`config.mk`:
```
export PLATFORM = sky130hd
export DESIGN_NAME = mem_rep_sequencer_flat
export DESIGN_NICKNAME = d
export VERILOG_FILES = /design/src/rtl/mem_rep_sequencer_if.sv /design/src/rtl/mem_rep_sequencer.sv /design/src/flat_wrapper.sv
export SDC_FILE = /design/constraint.sdc
export NUM_CORES = 1
export LEC_CHECK = 0
export CORE_ASPECT_RATIO = 0.8
export CORE_MARGIN = 2
export CORE_UTILIZATION = 38
export DETAILED_ROUTE_END_ITERATION = 12
export GPL_ROUTABILITY_DRIVEN = 0
export MAX_ROUTING_LAYER = met4
export PLACE_DENSITY_LB_ADDON = 0.15
export SYNTH_ARGS = -nofsm -noshare
export SYNTH_HDL_FRONTEND = slang
export SYNTH_SLANG_ARGS = --single-unit
```
`constraint.sdc`:
```
create_clock -name clk -period 5.5 [get_ports clk]
set_input_delay 1.1 -clock clk [delete_from_list [all_inputs] [get_ports clk]]
set_output_delay 1.1 -clock clk [all_outputs]
set_load 0.005 [all_outputs]
```
`src/rtl/mem_rep_sequencer_if.sv`:
```
// Purpose : signal bundle between the RR/latch stage, the REP sequencer and the mem stage.
// Latency : none; this is wiring only.
// Backpressure: upstream holds its latch while busy | stall_in. Mem stage stalls via stall_in.
// Ports: upstream instruction (valid_in, is_rep_in, rep_num, opsize_in, df_in,
//        mem_addr1_in, mem_addr2_in), pipeline control (stall_in, flush), and
//        mem-stage iteration outputs (seq_valid, mem_addr*_out, iter_cnt_out,
//        last_iter, busy, done).
// slave  = the sequencer's view; master = the view of the upstream and mem-stage driver.
interface mem_rep_sequencer_if #(
  parameter int ADDR_W = 32,
  parameter int CNT_W  = 32
);
  logic              valid_in;
  logic              is_rep_in;
  logic [CNT_W-1:0]  rep_num;
  logic [1:0]        opsize_in;
  logic              df_in;
  logic [ADDR_W-1:0] mem_addr1_in;
  logic [ADDR_W-1:0] mem_addr2_in;
  logic              stall_in;
  logic              flush;
  logic              seq_valid;
  logic [ADDR_W-1:0] mem_addr1_out;
  logic [ADDR_W-1:0] mem_addr2_out;
  logic [CNT_W-1:0]  iter_cnt_out;
  logic              last_iter;
  logic              busy;
  logic              done;

  modport slave (
    input  valid_in, is_rep_in, rep_num, opsize_in, df_in,
           mem_addr1_in, mem_addr2_in, stall_in, flush,
    output seq_valid, mem_addr1_out, mem_addr2_out, iter_cnt_out,
           last_iter, busy, done
  );

  modport master (
    output valid_in, is_rep_in, rep_num, opsize_in, df_in,
           mem_addr1_in, mem_addr2_in, stall_in, flush,
    input  seq_valid, mem_addr1_out, mem_addr2_out, iter_cnt_out,
           last_iter, busy, done
  );
endinterface

```
`src/rtl/mem_rep_sequencer.sv`:
```
// Purpose : expands a REP string instruction into one mem-stage iteration per accepted cycle.
// Latency : the first iteration (and any non-REP instruction) passes through in the same cycle.
//           done pulses one cycle after the final accept.
// Backpressure: stall_in freezes the current iteration. busy holds the upstream latch until the last accept.
// Ports: clk, clr (async active-low reset), bus (mem_rep_sequencer_if.slave).
module mem_rep_sequencer #(
  parameter int ADDR_W = 32,
  parameter int CNT_W  = 32
) (
  input  logic               clk,
  input  logic               clr,
  mem_rep_sequencer_if.slave bus
);

  typedef enum logic {IDLE = 1'b0, RUN = 1'b1} state_t;

  state_t            state_q, state_d;
  logic [CNT_W-1:0]  cnt_q;      // iterations still to issue, including the presented one
  logic [ADDR_W-1:0] addr1_q;
  logic [ADDR_W-1:0] addr2_q;
  logic [1:0]        size_q;
  logic              df_q;
  logic              done_q;

  logic              seq_valid;
  logic              busy;
  logic              last_iter;
  logic [CNT_W-1:0]  iter_cnt;
  logic [ADDR_W-1:0] addr1_out;
  logic [ADDR_W-1:0] addr2_out;
  logic              accept;
  logic              rep_req;
  logic              rep_zero;
  logic              rep_multi;

  function automatic logic [ADDR_W-1:0] step_addr(input logic [ADDR_W-1:0] addr,
                                                   input logic [1:0]        size,
                                                   input logic              dec);
    logic [ADDR_W-1:0] step;
    step = ADDR_W'(1) << size;
    return dec ? (addr - step) : (addr + step);
  endfunction

  assign rep_req   = bus.valid_in & bus.is_rep_in;
  assign rep_zero  = rep_req & (bus.rep_num == '0);
  assign rep_multi = rep_req & (bus.rep_num > CNT_W'(1));
  assign accept    = seq_valid & ~bus.stall_in & ~bus.flush;

  // State register
  always_ff @(posedge clk or negedge clr) begin
    if (!clr) begin
      state_q <= IDLE;
    end else begin
      state_q <= state_d;
    end
  end

  // Next-state logic. A flush in IDLE needs no special case because accept is already low.
  always_comb begin
    state_d = state_q;
    case (state_q)
      IDLE: if (accept && rep_multi) state_d = RUN;
      RUN: begin
        if (bus.flush)                 state_d = IDLE;
        else if (accept && last_iter) state_d = IDLE;
      end
      default: state_d = IDLE;
    endcase
  end

  // Output logic. In IDLE the first iteration is presented straight from the inputs.
  // In RUN the iteration is presented from the registers.
  always_comb begin
    seq_valid = 1'b0;
    busy      = 1'b0;
    last_iter = 1'b0;
    iter_cnt  = '0;
    addr1_out = bus.mem_addr1_in;
    addr2_out = bus.mem_addr2_in;
    case (state_q)
      IDLE: begin
        if (!bus.flush && bus.valid_in) begin
          if (!bus.is_rep_in) begin
            seq_valid = 1'b1;
            last_iter = 1'b1;
          end else if (!rep_zero) begin
            seq_valid = 1'b1;
            iter_cnt  = bus.rep_num - CNT_W'(1);
            last_iter = (bus.rep_num == CNT_W'(1));
            busy      = rep_multi;
          end
        end
      end
      RUN: begin
        addr1_out = addr1_q;
        addr2_out = addr2_q;
        if (!bus.flush) begin
          seq_valid = 1'b1;
          iter_cnt  = cnt_q - CNT_W'(1);
          last_iter = (cnt_q == CNT_W'(1));
          // Drop busy in the cycle the last iteration is accepted, so that the
          // upstream latch advances on that same edge.
          busy      = ~(last_iter & ~bus.stall_in);
        end
      end
      default: ;
    endcase
  end

  // Sequence datapath: count, stepped addresses, captured size and direction, done pulse.
  always_ff @(posedge clk or negedge clr) begin
    if (!clr) begin
      cnt_q   <= '0;
      addr1_q <= '0;
      addr2_q <= '0;
      size_q  <= 2'b00;
      df_q    <= 1'b0;
      done_q  <= 1'b0;
    end else if (bus.flush) begin
      cnt_q   <= '0;
      addr1_q <= '0;
      addr2_q <= '0;
      done_q  <= 1'b0;
    end else begin
      done_q <= 1'b0;
      case (state_q)
        IDLE: begin
          if (accept && rep_req) begin
            if (rep_multi) begin
              cnt_q   <= bus.rep_num - CNT_W'(1);
              addr1_q <= step_addr(bus.mem_addr1_in, bus.opsize_in, bus.df_in);
              addr2_q <= step_addr(bus.mem_addr2_in, bus.opsize_in, bus.df_in);
              size_q  <= bus.opsize_in;
              df_q    <= bus.df_in;
            end else begin
              done_q <= 1'b1;
            end
          end else if (rep_zero && !bus.stall_in) begin
            // A zero-count REP is consumed with no memory access.
            done_q <= 1'b1;
          end
        end
        RUN: begin
          if (accept) begin
            cnt_q   <= cnt_q - CNT_W'(1);
            addr1_q <= step_addr(addr1_q, size_q, df_q);
            addr2_q <= step_addr(addr2_q, size_q, df_q);
            if (last_iter) done_q <= 1'b1;
          end
        end
        default: ;
      endcase
    end
  end

  assign bus.seq_valid     = seq_valid;
  assign bus.busy          = busy;
  assign bus.last_iter     = last_iter;
  assign bus.iter_cnt_out  = iter_cnt;
  assign bus.mem_addr1_out = addr1_out;
  assign bus.mem_addr2_out = addr2_out;
  assign bus.done          = done_q;

endmodule

```
`src/flat_wrapper.sv`:
```
// flat-port wrapper written by rule: the top's interface ports become plain ports
module mem_rep_sequencer_flat 
#(
  parameter int ADDR_W = 32,
  parameter int CNT_W  = 32
)
  (clk, clr, bus_valid_in, bus_is_rep_in, bus_rep_num, bus_opsize_in, bus_df_in, bus_mem_addr1_in, bus_mem_addr2_in, bus_stall_in, bus_flush, bus_seq_valid, bus_mem_addr1_out, bus_mem_addr2_out, bus_iter_cnt_out, bus_last_iter, bus_busy, bus_done);
  mem_rep_sequencer_if #(.ADDR_W(ADDR_W), .CNT_W(CNT_W)) bus_i ();
  input  logic clk;
  input  logic clr;
  input wire logic [$bits(bus_i.valid_in)-1:0] bus_valid_in;
  input wire logic [$bits(bus_i.is_rep_in)-1:0] bus_is_rep_in;
  input wire logic [$bits(bus_i.rep_num)-1:0] bus_rep_num;
  input wire logic [$bits(bus_i.opsize_in)-1:0] bus_opsize_in;
  input wire logic [$bits(bus_i.df_in)-1:0] bus_df_in;
  input wire logic [$bits(bus_i.mem_addr1_in)-1:0] bus_mem_addr1_in;
  input wire logic [$bits(bus_i.mem_addr2_in)-1:0] bus_mem_addr2_in;
  input wire logic [$bits(bus_i.stall_in)-1:0] bus_stall_in;
  input wire logic [$bits(bus_i.flush)-1:0] bus_flush;
  output wire logic [$bits(bus_i.seq_valid)-1:0] bus_seq_valid;
  output wire logic [$bits(bus_i.mem_addr1_out)-1:0] bus_mem_addr1_out;
  output wire logic [$bits(bus_i.mem_addr2_out)-1:0] bus_mem_addr2_out;
  output wire logic [$bits(bus_i.iter_cnt_out)-1:0] bus_iter_cnt_out;
  output wire logic [$bits(bus_i.last_iter)-1:0] bus_last_iter;
  output wire logic [$bits(bus_i.busy)-1:0] bus_busy;
  output wire logic [$bits(bus_i.done)-1:0] bus_done;
  assign bus_i.valid_in = bus_valid_in;
  assign bus_i.is_rep_in = bus_is_rep_in;
  assign bus_i.rep_num = bus_rep_num;
  assign bus_i.opsize_in = bus_opsize_in;
  assign bus_i.df_in = bus_df_in;
  assign bus_i.mem_addr1_in = bus_mem_addr1_in;
  assign bus_i.mem_addr2_in = bus_mem_addr2_in;
  assign bus_i.stall_in = bus_stall_in;
  assign bus_i.flush = bus_flush;
  assign bus_seq_valid = bus_i.seq_valid;
  assign bus_mem_addr1_out = bus_i.mem_addr1_out;
  assign bus_mem_addr2_out = bus_i.mem_addr2_out;
  assign bus_iter_cnt_out = bus_i.iter_cnt_out;
  assign bus_last_iter = bus_i.last_iter;
  assign bus_busy = bus_i.busy;
  assign bus_done = bus_i.done;
  mem_rep_sequencer #(.ADDR_W(ADDR_W), .CNT_W(CNT_W)) u_core (.clk(clk), .clr(clr), .bus(bus_i));
endmodule
```
==> Word level (Yosys, flattened, before mapping) <==
Index checks and enable logic that the tools add are counted.
{ "classes": {"n_bitwise": 10, "add_sub_neg": 10, "shifts": 2, "n_mux": 52, "n_lt_le_gt_ge": 1, "reduce_logical": 10, "eq_ne": 5} }
{ "ops": {"columns": ["operator", "n"], "rows": [
  ["$mux W32", 22],
  ["$pmux W32 S2", 4],
  ["$add A32 B32 Y32", 4],
  ["$sub A32 B32 Y32", 4],
  ["$eq A32 B1 Y1 const B", 2],
  ["$shl A1 B2 Y32 const A", 2],
  ["$sub A32 B1 Y32 const B", 2],
  ["$gt A32 B1 Y1 const B", 1],
  ["$logic_not A32 Y1", 1],
  ["$mux W1", 21],
  ["$pmux W1 S2", 5],
  ["$and A1 B1 Y1", 6],
  ["$ne A3 B2 Y1 const B", 2],
  ["$logic_and A1 B1 Y1", 5],
  ["$not A1 Y1", 4],
  ["$reduce_and A4 Y1", 1],
  ["$ne A3 B3 Y1 const B", 1],
  ["$reduce_and A3 Y1", 1],
  ["$logic_not A1 Y1", 2]
]} }
{ "totals": {"elab_cells": 97, "in_bits": 105, "reg_bits": 101, "out_inout_bits": 100} }

==> Logic depth before layout (Yosys ltp) <==
Gate-level depths: netlist of run 1.
{ "depth": {"depth_word": 12, "depth_mapped": 14, "depth_no_buf": 13} }

==> Least setup slack after synthesis of run 1 <==
Ideal clock, no wire load.
{ "synth_path": {"kind": "input -> output", "startpoint": "input bus_rep_num[5]", "endpoint": "output bus_iter_cnt_out[30]", "required_time_ps": 4400, "cell_stages": 8, "t_arrival_ps": 3465, "n_path_buf": 0, "setup_slack_ps": 935, "cell_sequence": "or4_4 or3_4 or4_4 or3_4 nor3_2 nand2_1 xor2_1 o21ai_0"} }
{ "synth_via": {"elab_chain_len": 6, "elab_cells_between_ends": 7, "cone_classes": "1 x add/sub; 4 x mux; 1 x bitwise; 1 x reduce/logical"} }
{ "synth_lines": {"columns": ["item", "line_no", "text"], "rows": [
  ["from (decl)", "flat_wrapper.sv:13", "input wire logic [$bits(bus_i.rep_num)-1:0] bus_rep_num;"],
  ["parallel branches: the longest is 2 deep, another holds $sub A32 B1 Y32", null, null],
  ["$mux W32 *", "mem_rep_sequencer.sv:86", "end else if (!rep_zero) begin"],
  ["$mux W32 *", "mem_rep_sequencer.sv:83", "if (!bus.is_rep_in) begin"],
  ["$mux W32 *", "mem_rep_sequencer.sv:82", "if (!bus.flush && bus.valid_in) begin"],
  ["$pmux W32 S2 *", "mem_rep_sequencer.sv:80", "case (state_q)"],
  ["to (decl)", "flat_wrapper.sv:23", "output wire logic [$bits(bus_i.iter_cnt_out)-1:0] bus_iter_cnt_out;"]
]} }
Mark *: on every way between the ends.

==> Worst setup path after layout of run 1 <==
{ "layout_path": {"startpoint": "input bus_rep_num[5]", "endpoint": "output bus_iter_cnt_out[26]"} }
Same word-level chain as after synthesis.

==> results.ini, run 1 <==
[placement]
dp_slack_ps = -77.18
dpl.hpwl_um = 33690
io_buffers = 204
dp_cells = 2371

[routing]
ant_nets = 0
vias_per_cell = 5.740
wl_um = 43770
drc = 0
top_layer = met4
wl_met1_um = 22060
dr_wl_met2_um = 19100
firstDrtPassIters = 5
vias = 13708
wl_per_cell_um = 18.33
drt_iter0_markers = 1190
wl_met3_um = 1904

[setup_path]
worstPathRequired_ps = 4400
arrival_ps = 4340
crit_fanout = 3
critPathLaunchType = input pin
worstSetupPathType = input pin to output port
endpoint_kind = output port
ff2ff_setup_slack_ps = 1410

[global_route]
grt_pass1_wl_um = 70270
grt_start_max_net_pins = 67
track_usage = 0.2387
grt_pass1_vias = 12993
antenna_found_initial = 2
grt.overflow.total = 0

[status]
outcome = finished, final reports clean

[cells_and_area]
nNetsFinal = 2140
layout_common_cells = 199 x clkdlybuf4s50_1, 168 x o21ai_0, 146 x nand2_1, 142 x a21oi_1, 133 x nor2_1
drive_above_1_share = 0.1008
fillers = 3478
areaGrowthSynthToFinish_pct = 22.27
layout.cells.non_filler = 2388
final_common_cell = clkdlybuf4s50_1

[sta]
finalHoldViolCount = 0
worst_pin_slew_ps = 911.9
rsz0062_at_grt = true
fin_crit_ps = 5438
setup_viol = 0
slew_headroom = 0.3921
clock_skew_ps = 11.57
finalCritPeriodShare = 0.9887
fin_ws_ps = 62.18
setup_tns_ps = 0
clock.fmax_ghz = 0.1839
slew_violations = 0

[pwr]
vdd_drop_max_mv = 0.1572
swShare = 0.4141
p_comb_frac = 0.534
powerDensity_nw_per_um2 = 208.2
finalPower_mw = 3.438
leakagePower_nw = 7.354
p_seq_frac = 0.269
p_int_mw = 2.014
switching_power_mw = 1.424
pwr-share-clk = 0.197

[clocking]
cts_tree = built
cts_root_buffer = clkbuf_16
numCtsBuffers = 9
clk_path_buf_depth = 2
cts_setup_buffers = 0
htree_levels = 3
cts.sinks = 101
clk_latency_ps = 360
clkTransAtPathRegs_ps = 70

[hold_path]
hold_class = register to register

[yosys]
async_flop_share = 1.000
yosysWarnings = 0
synthTopCellsByArea = dfrtp_1 19%, ha_1 11%, xnor2_1 6.8%, mux2_2 6.6%, o21ai_0 6.2%
yosys.area.top_type_share = 0.1871
synth_area_leader_cell = dfrtp_1
syn_area_um2 = 13510
synth-edff-count = 0
synth_nets = 1972
synth_cell_types = 82
ys.flop_type = dfrtp_1
seq_area_frac_synth = 0.1871
synthCells = 1742
avgSynthCellArea_um2 = 7.753
ys_ff_latch = 101

[die]
rows = 61
die_area_um2 = 37070
die_x_um = 214.8
io_pins = 205
start_util = 0.3872
coreArea_um2 = 34880
dieHeight_um = 172.6

[flow_run]
cap_violations = 0

-- power groups by stage --
stage,registers (mW),logic (mW),clock network (mW)
finish,0.926,1.83,0.678
global route,0.938,2.03,0.718
CTS,0.922,1.82,0.697
detailed placement,0.936,1.81,0
global placement,0.935,1.79,0
floorplan,0.871,1.29,0
-- kinds of logic after synthesis --
family	share of synthesized area
AOI/OAI and AO/OA	0.2961
and+or+nand+nor	0.1742
xor gates and xnor gates	0.1089
buffers and inverters	0.04215
adders and majority gates	0.1211
DFF	0.1871
muxes	0.07041
-- worst paths after layout --
path	from	end	cells after the start
max	bus_rep_num[5]	bus_iter_cnt_out[26]	9
min	u_core.cnt_q[7]	u_core.cnt_q[7]	2
max reg2reg	u_core.size_q[0]	u_core.addr2_q[26]	12
min reg2reg	u_core.cnt_q[7]	u_core.cnt_q[7]	2
max in group asynchronous	clr	u_core.state_q	2
min in group asynchronous	clr	u_core.cnt_q[29]	1
-- metrics by stage --
stage	instance area [um^2]	hold WS (ps)	utilization
3_3_place_gp	16170	491.8	0.4636
4_1_cts	16470	518.2	0.4723
6_report	16510	509.0	0.4734
3_5_place_dp	16170	503.4	0.4636
5_1_grt	16510	548.3	0.4734
2_1_floorplan	13510	465.4	-
-- per-layer routing --
layer  vias up  global-route usage
met5         -                   -
met3        37             0.02304
met4         0             0.05700
met1      6562              0.3447
met2       343              0.3575
li1       6766                   -
-- Yosys cell counts, drive strengths merged, types with 6 or more instances --
master and n:
o21ai 176, nand3 33, xor2 63, or3 20, inv 43, a311oi 7, xnor2 105, a221o 6
a21oi 142, nor4 12, nand2b 21, a211o 6, o21a 14, o211ai 8, o31ai 17, ha 121
clkbuf 77, nand2 147, o221ai 9, a21o 93, or2 8, or4 7, a31oi 22, nor2 137
a211oi 10, nand4 19, o21bai 17, o22ai 26, and3 19, nor3 30, dfrtp 101, and2 9
a22oi 25, mux2 80, nor2b 16, buf 24, o31a 6
-- registers in the layout (all words and copies together) (netlist names) --
register         count
u_core.bus.done      1
u_core.addr2_q      32
u_core.cnt_q        32
u_core.addr1_q      32
u_core.state_q       1
u_core.size_q        2
u_core.df_q          1
-- what timing repair did --
action	CTS	global route
resized for setup	2	6
endpoints found under the setup margin	1	5
hold buffers	0	0
pin swaps	1	1
-- layout make-up --
class,instances,area (um^2),area share
inverters,43,161.4,0.009774
diodes,2,5.005,0.0003031
clock buffers,11,252.7,0.01531
well taps,472,590.6,0.03576
clock inverters,4,47.55,0.002879
flip-flops and latches,101,2532,0.1534
multi-input cells,1497,10460,0.6331
repair buffers,258,2469,0.1495
-- critical path, stage by stage --
cell and delay (ps):
clkdlybuf4s50_1 420, or4_4 560, or3_4 360, or4_4 550, or3_4 390, nor4_4 160
xnor2_1 120, o22ai_1 150, clkdlybuf4s50_1 520
Note: power is estimated with default switching activity, not from simulation.
==> inputs of run 2 (changes only) <==
clock period = 6.3 ns   (was 5.5 ns; I/O delays follow)
==> results.ini, run 2 (synthesis gave the netlist of run 1 again) <==
[setup_path]
endpoint_kind = output port
arrival_ps = 4780
crit_fanout = 4
worstPathRequired_ps = 5040
worstSetupPathType = input pin to output port
critPathLaunchType = input pin

[clocking]
numCtsBuffers = 9
htree_levels = 3
cts_root_buffer = clkbuf_16
cts_setup_buffers = 0
clk_latency_ps = 370
cts.sinks = 101
cts_resized = 0
cts_tree = built
clk_path_buf_depth = 2
hold_buffers = 0
clkTransAtPathRegs_ps = 70

[status]
outcome = finished, final reports clean

[sta]
finalCritPeriodShare = 0.9587
fin_crit_ps = 6040
setup_viol = 0
worst_hold_slack_ps = 514.7
rsz0062_at_grt = false
setup_tns_ps = 0
slew_headroom = 0.3688
finalHoldViolCount = 0
clock_skew_ps = 11.21
clock.fmax_ghz = 0.1656
slew_violations = 0
worst_pin_slew_ps = 945.8

[die]
die_area_um2 = 37070
dieHeight_um = 172.6
rows = 61
start_util = 0.3872
die_x_um = 214.8
io_pins = 205
coreArea_um2 = 34880

[pwr]
vdd_drop_max_mv = 0.09837
leakagePower_nw = 7.148
powerDensity_nw_per_um2 = 185.4
finalPower_mw = 3.011

[placement]
dpl.hpwl_um = 33060
io_buffers = 204
dpl_cell_area_um2 = 15910

[cells_and_area]
drive_above_1_share = 0.08444
ff_latch_area_um2 = 2532
areaGrowthSynthToFinish_pct = 20.24
fin_area_um2 = 16240
reg_top3 = u_core.addr1_q x32, u_core.addr2_q x32, u_core.cnt_q x32
utilization = 0.4656
final_common_cell = clkdlybuf4s50_1
layout_common_cells = 202 x clkdlybuf4s50_1, 168 x o21ai_0, 146 x nand2_1, 142 x a21oi_1, 133 x nor2_1
nNetsFinal = 2109
multi_input_comb_area_um2 = 10420
fillers = 3521

[hold_path]
hold_class = register to register

[global_route]
antenna_found_initial = 5
track_usage = 0.2334
grt.overflow.total = 0
grt_pass1_vias = 12919
grt_start_max_net_pins = 75
grt_pass1_wl_um = 68980

[routing]
firstDrtPassIters = 6
ant_nets = 0
vias_per_cell = 5.738
drc = 0
vias = 13541
drt_iter0_markers = 923
wl_um = 43040
wl_per_cell_um = 18.24

[flow_run]
cap_violations = 0

[run 2: cell types whose count changed in the layout (fill, tap and decap cells not counted), moves of 2 or more]
cell,delta
buf_12,-2
buf_4,-29
clkdlybuf4s50_1,+3
diode_2,+3
dlymetal6s2s_1,-2
nor4_4,-2
[run 2: power breakdown]
group | internal [mW] | switching (mW) | leakage, nW
sequential | 0.708 | 0.105 | 1.35
clock | 0.357 | 0.268 | 0.152
combinational | 0.710 | 0.864 | 5.64
total | 1.77 | 1.24 | 7.15
[run 2: critical path, stage by stage]
cell and delay [ps]:
clkdlybuf4s50_1 460, or4_4 580, or3_4 380, or4_4 570
or3_4 390, nor3_2 200, nand2_1 100, xor2_1 160
o21ai_0 160, clkdlybuf4s50_1 520
[run 2: routing by layer]
| metal | GRT usage | vias up | wire [um] |
|---|---|---|---|
| met1 | 0.3334 | 6441 | 21840 |
| met3 | 0.02533 | 54 | 1790 |
| met5 | - | - | 0 |
| met2 | 0.3486 | 327 | 18540 |
| li1 | - | 6719 | - |
| met4 | 0.06279 | 0 | 870 |
[run 2: worst paths after layout]
| kind | to | from | cells after the start | slack (ps) |
|---|---|---|---|---|
| max in group asynchronous | u_core.state_q | clr | 2 | 4190 |
| max reg2reg | u_core.addr1_q[26] | u_core.df_q | 12 | 2050 |
| min | u_core.cnt_q[7] | u_core.cnt_q[7] | 2 | 510 |
| max | bus_iter_cnt_out[30] | bus_rep_num[4] | 10 | 260 |
| min in group asynchronous | u_core.cnt_q[30] | clr | 1 | 980 |
| min reg2reg | u_core.cnt_q[7] | u_core.cnt_q[7] | 2 | 510 |
[run 2: cell type report]
| type | count | share of cell area |
|---|---|---|
| clock buffer | 11 | 0.01495 |
| inverter | 43 | 0.009939 |
| antenna | 5 | 0.0007705 |
| clock inverter | 4 | 0.004469 |
| timing repair buffer | 227 | 0.1359 |
| sequential | 101 | 0.1559 |
| multi-input combinational | 1497 | 0.6417 |
| tap | 472 | 0.03637 |
[run 2: through the flow]
stage,setup slack [ps],instances
2_1_floorplan,1415,1742
3_3_place_gp,276.6,2340
3_5_place_dp,266.3,2340
4_1_cts,259.7,2355
5_1_grt,119.4,2360
6_report,260.5,2360
==> inputs of run 3 (changes only) <==
CORE_MARGIN = not set   (was 2)
HOLD_SLACK_MARGIN = 0.06   (was not set)
==> results.ini, run 3 (synthesis gave the netlist of run 1 again) <==
[routing]
firstDrtPassIters = 6
ant_nets = 0
wl_met1_um = 21950
wl_um = 42930
wl_per_cell_um = 18.20
top_layer = met4
drt_iter0_markers = 1014
vias_per_cell = 5.731
dr_wl_met2_um = 18670
vias = 13514
drc = 0
wl_met3_um = 1763

[cells_and_area]
drive_above_1_share = 0.08435
layout_common_cells = 202 x clkdlybuf4s50_1, 168 x o21ai_0, 146 x nand2_1, 142 x a21oi_1, 134 x nor2_1
reg_top3 = u_core.addr1_q x32, u_core.addr2_q x32, u_core.cnt_q x32
utilization = 0.4651
nNetsFinal = 2110
layout.cells.non_filler = 2358
final_common_cell = clkdlybuf4s50_1
areaGrowthSynthToFinish_pct = 20.12
fillers = 3474

[setup_path]
r2r_end = u_core.addr1_q[26]
worstPathRequired_ps = 5040
cp_num_cells = 10
crit_fanout = 4
crit_buf_inv = 2
slowest_delay_ps = 580
critPathLaunchType = input pin
cp_slowest_cell = or4_4
endpoint_kind = output port
path_delay_family = simple AND/OR/NAND/NOR gates
arrival_ps = 4800
ff2ff_setup_slack_ps = 2110
worstSetupPathType = input pin to output port
cp_cell_sequence = clkdlybuf4s50_1 -> or4_4 -> or3_4 -> or4_4 -> or3_4 -> nor3_2 -> nand2_1 -> xor2_1 -> o21ai_0 -> clkdlybuf4s50_1
rr_startpoint = u_core.df_q
reg2reg_depth = 12

[clocking]
numCtsBuffers = 9
cts.sinks = 101
cts_tree = built
cts_root_buffer = clkbuf_16
clk_latency_ps = 370
hold_buffers = 0
clk_path_buf_depth = 2
htree_levels = 3
cts_resized = 0
cts_setup_buffers = 0
clkTransAtPathRegs_ps = 70

[die]
dieHeight_um = 170.6
die_area_um2 = 36300
start_util = 0.3872
coreArea_um2 = 34880
die_x_um = 212.8
io_pins = 205
rows = 61

[pwr]
pwr-share-clk = 0.201
vdd_drop_max_mv = 0.1447
switching_power_mw = 1.237
powerDensity_nw_per_um2 = 184.1
p_seq_frac = 0.271
p_comb_frac = 0.529
swShare = 0.4142
p_int_mw = 1.749
leakagePower_nw = 7.153

[hold_path]
worstHoldPathCells = 2
hold_class = register to register
min_from = u_core.cnt_q[11]
hold-path-endpoint = u_core.cnt_q[11]

[placement]
dp_cells = 2341
io_buffers = 204
dpl.hpwl_um = 33020

[global_route]
grt_pass1_vias = 12676
grt_pass1_wl_um = 68540
track_usage = 0.2441
grt.overflow.total = 0
antenna_found_initial = 1
grt_start_max_net_pins = 60

[flow_run]
cap_violations = 0

[sta]
finalHoldViolCount = 0
slew_violations = 0
clock.fmax_ghz = 0.1650
setup_viol = 0
worst_pin_slew_ps = 911.2
rsz0062_at_grt = false
fin_crit_ps = 6061
finalCritPeriodShare = 0.9621
slew_headroom = 0.3925
setup_tns_ps = 0
clock_skew_ps = 10.98

[status]
outcome = finished, final reports clean

## run 3: per-stage QoR
| stage | power [mW] | worst slack [ps] | cell area, um^2 | hold slack, ps |
|---|---|---|---|---|
| after floorplan | 1.888 | 1415 | 13510 | 465.4 |
| after global placement | 2.361 | 299.6 | 15920 | 489.7 |
| after detailed placement | 2.376 | 250.5 | 15920 | 498.6 |
| after CTS | 2.991 | 238.2 | 16220 | 518.1 |
| after global routing | 3.208 | 36.18 | 16220 | 563.5 |
| final | 2.986 | 238.6 | 16220 | 516.4 |
## run 3: worst max path at each step
stage | from | endpoint | slack [ps]
after CTS | bus_rep_num[4] | bus_iter_cnt_out[30] | 240
after floorplan | bus_rep_num[5] | bus_iter_cnt_out[30] | 1410
after detailed placement | bus_rep_num[4] | bus_iter_cnt_out[30] | 250
after global routing | bus_rep_num[4] | bus_iter_cnt_out[29] | 40
final | bus_rep_num[4] | bus_iter_cnt_out[30] | 240
after global placement | bus_rep_num[4] | bus_iter_cnt_out[30] | 300
## run 3: metal layers
metal  vias up  GRT usage
met2       317     0.3676
met3        33    0.02496
met5         -          -
li1       6720          -
met4         0    0.04942
met1      6444     0.3514
## run 3: layout make-up
class	instances	area (um^2)	share of cell area
Timing Repair Buffer	228	2215	0.1365
Clock inverter	3	43.79	0.002699
Tap cell	472	590.6	0.03640
Clock buffer	13	260.3	0.01604
Antenna cell	1	2.502	0.0001542
Inverter	43	161.4	0.009949
Sequential cell	101	2532	0.1561
Multi-Input combinational cell	1497	10420	0.6421
## run 3: tightest hold or removal path: stages (launching register included)
cell     delay, ps
dfrtp_1        360
nand2_1         50
o21ai_0         60
## run 3: power groups by stage
stage               clock (mW)  combinational (mW)  sequential (mW)
global placement             0                1.54            0.818
finish                   0.599                1.58            0.809
floorplan                    0                1.13            0.760
CTS                      0.615                1.57            0.807
detailed placement           0                1.56            0.819
global route             0.640                1.75            0.819
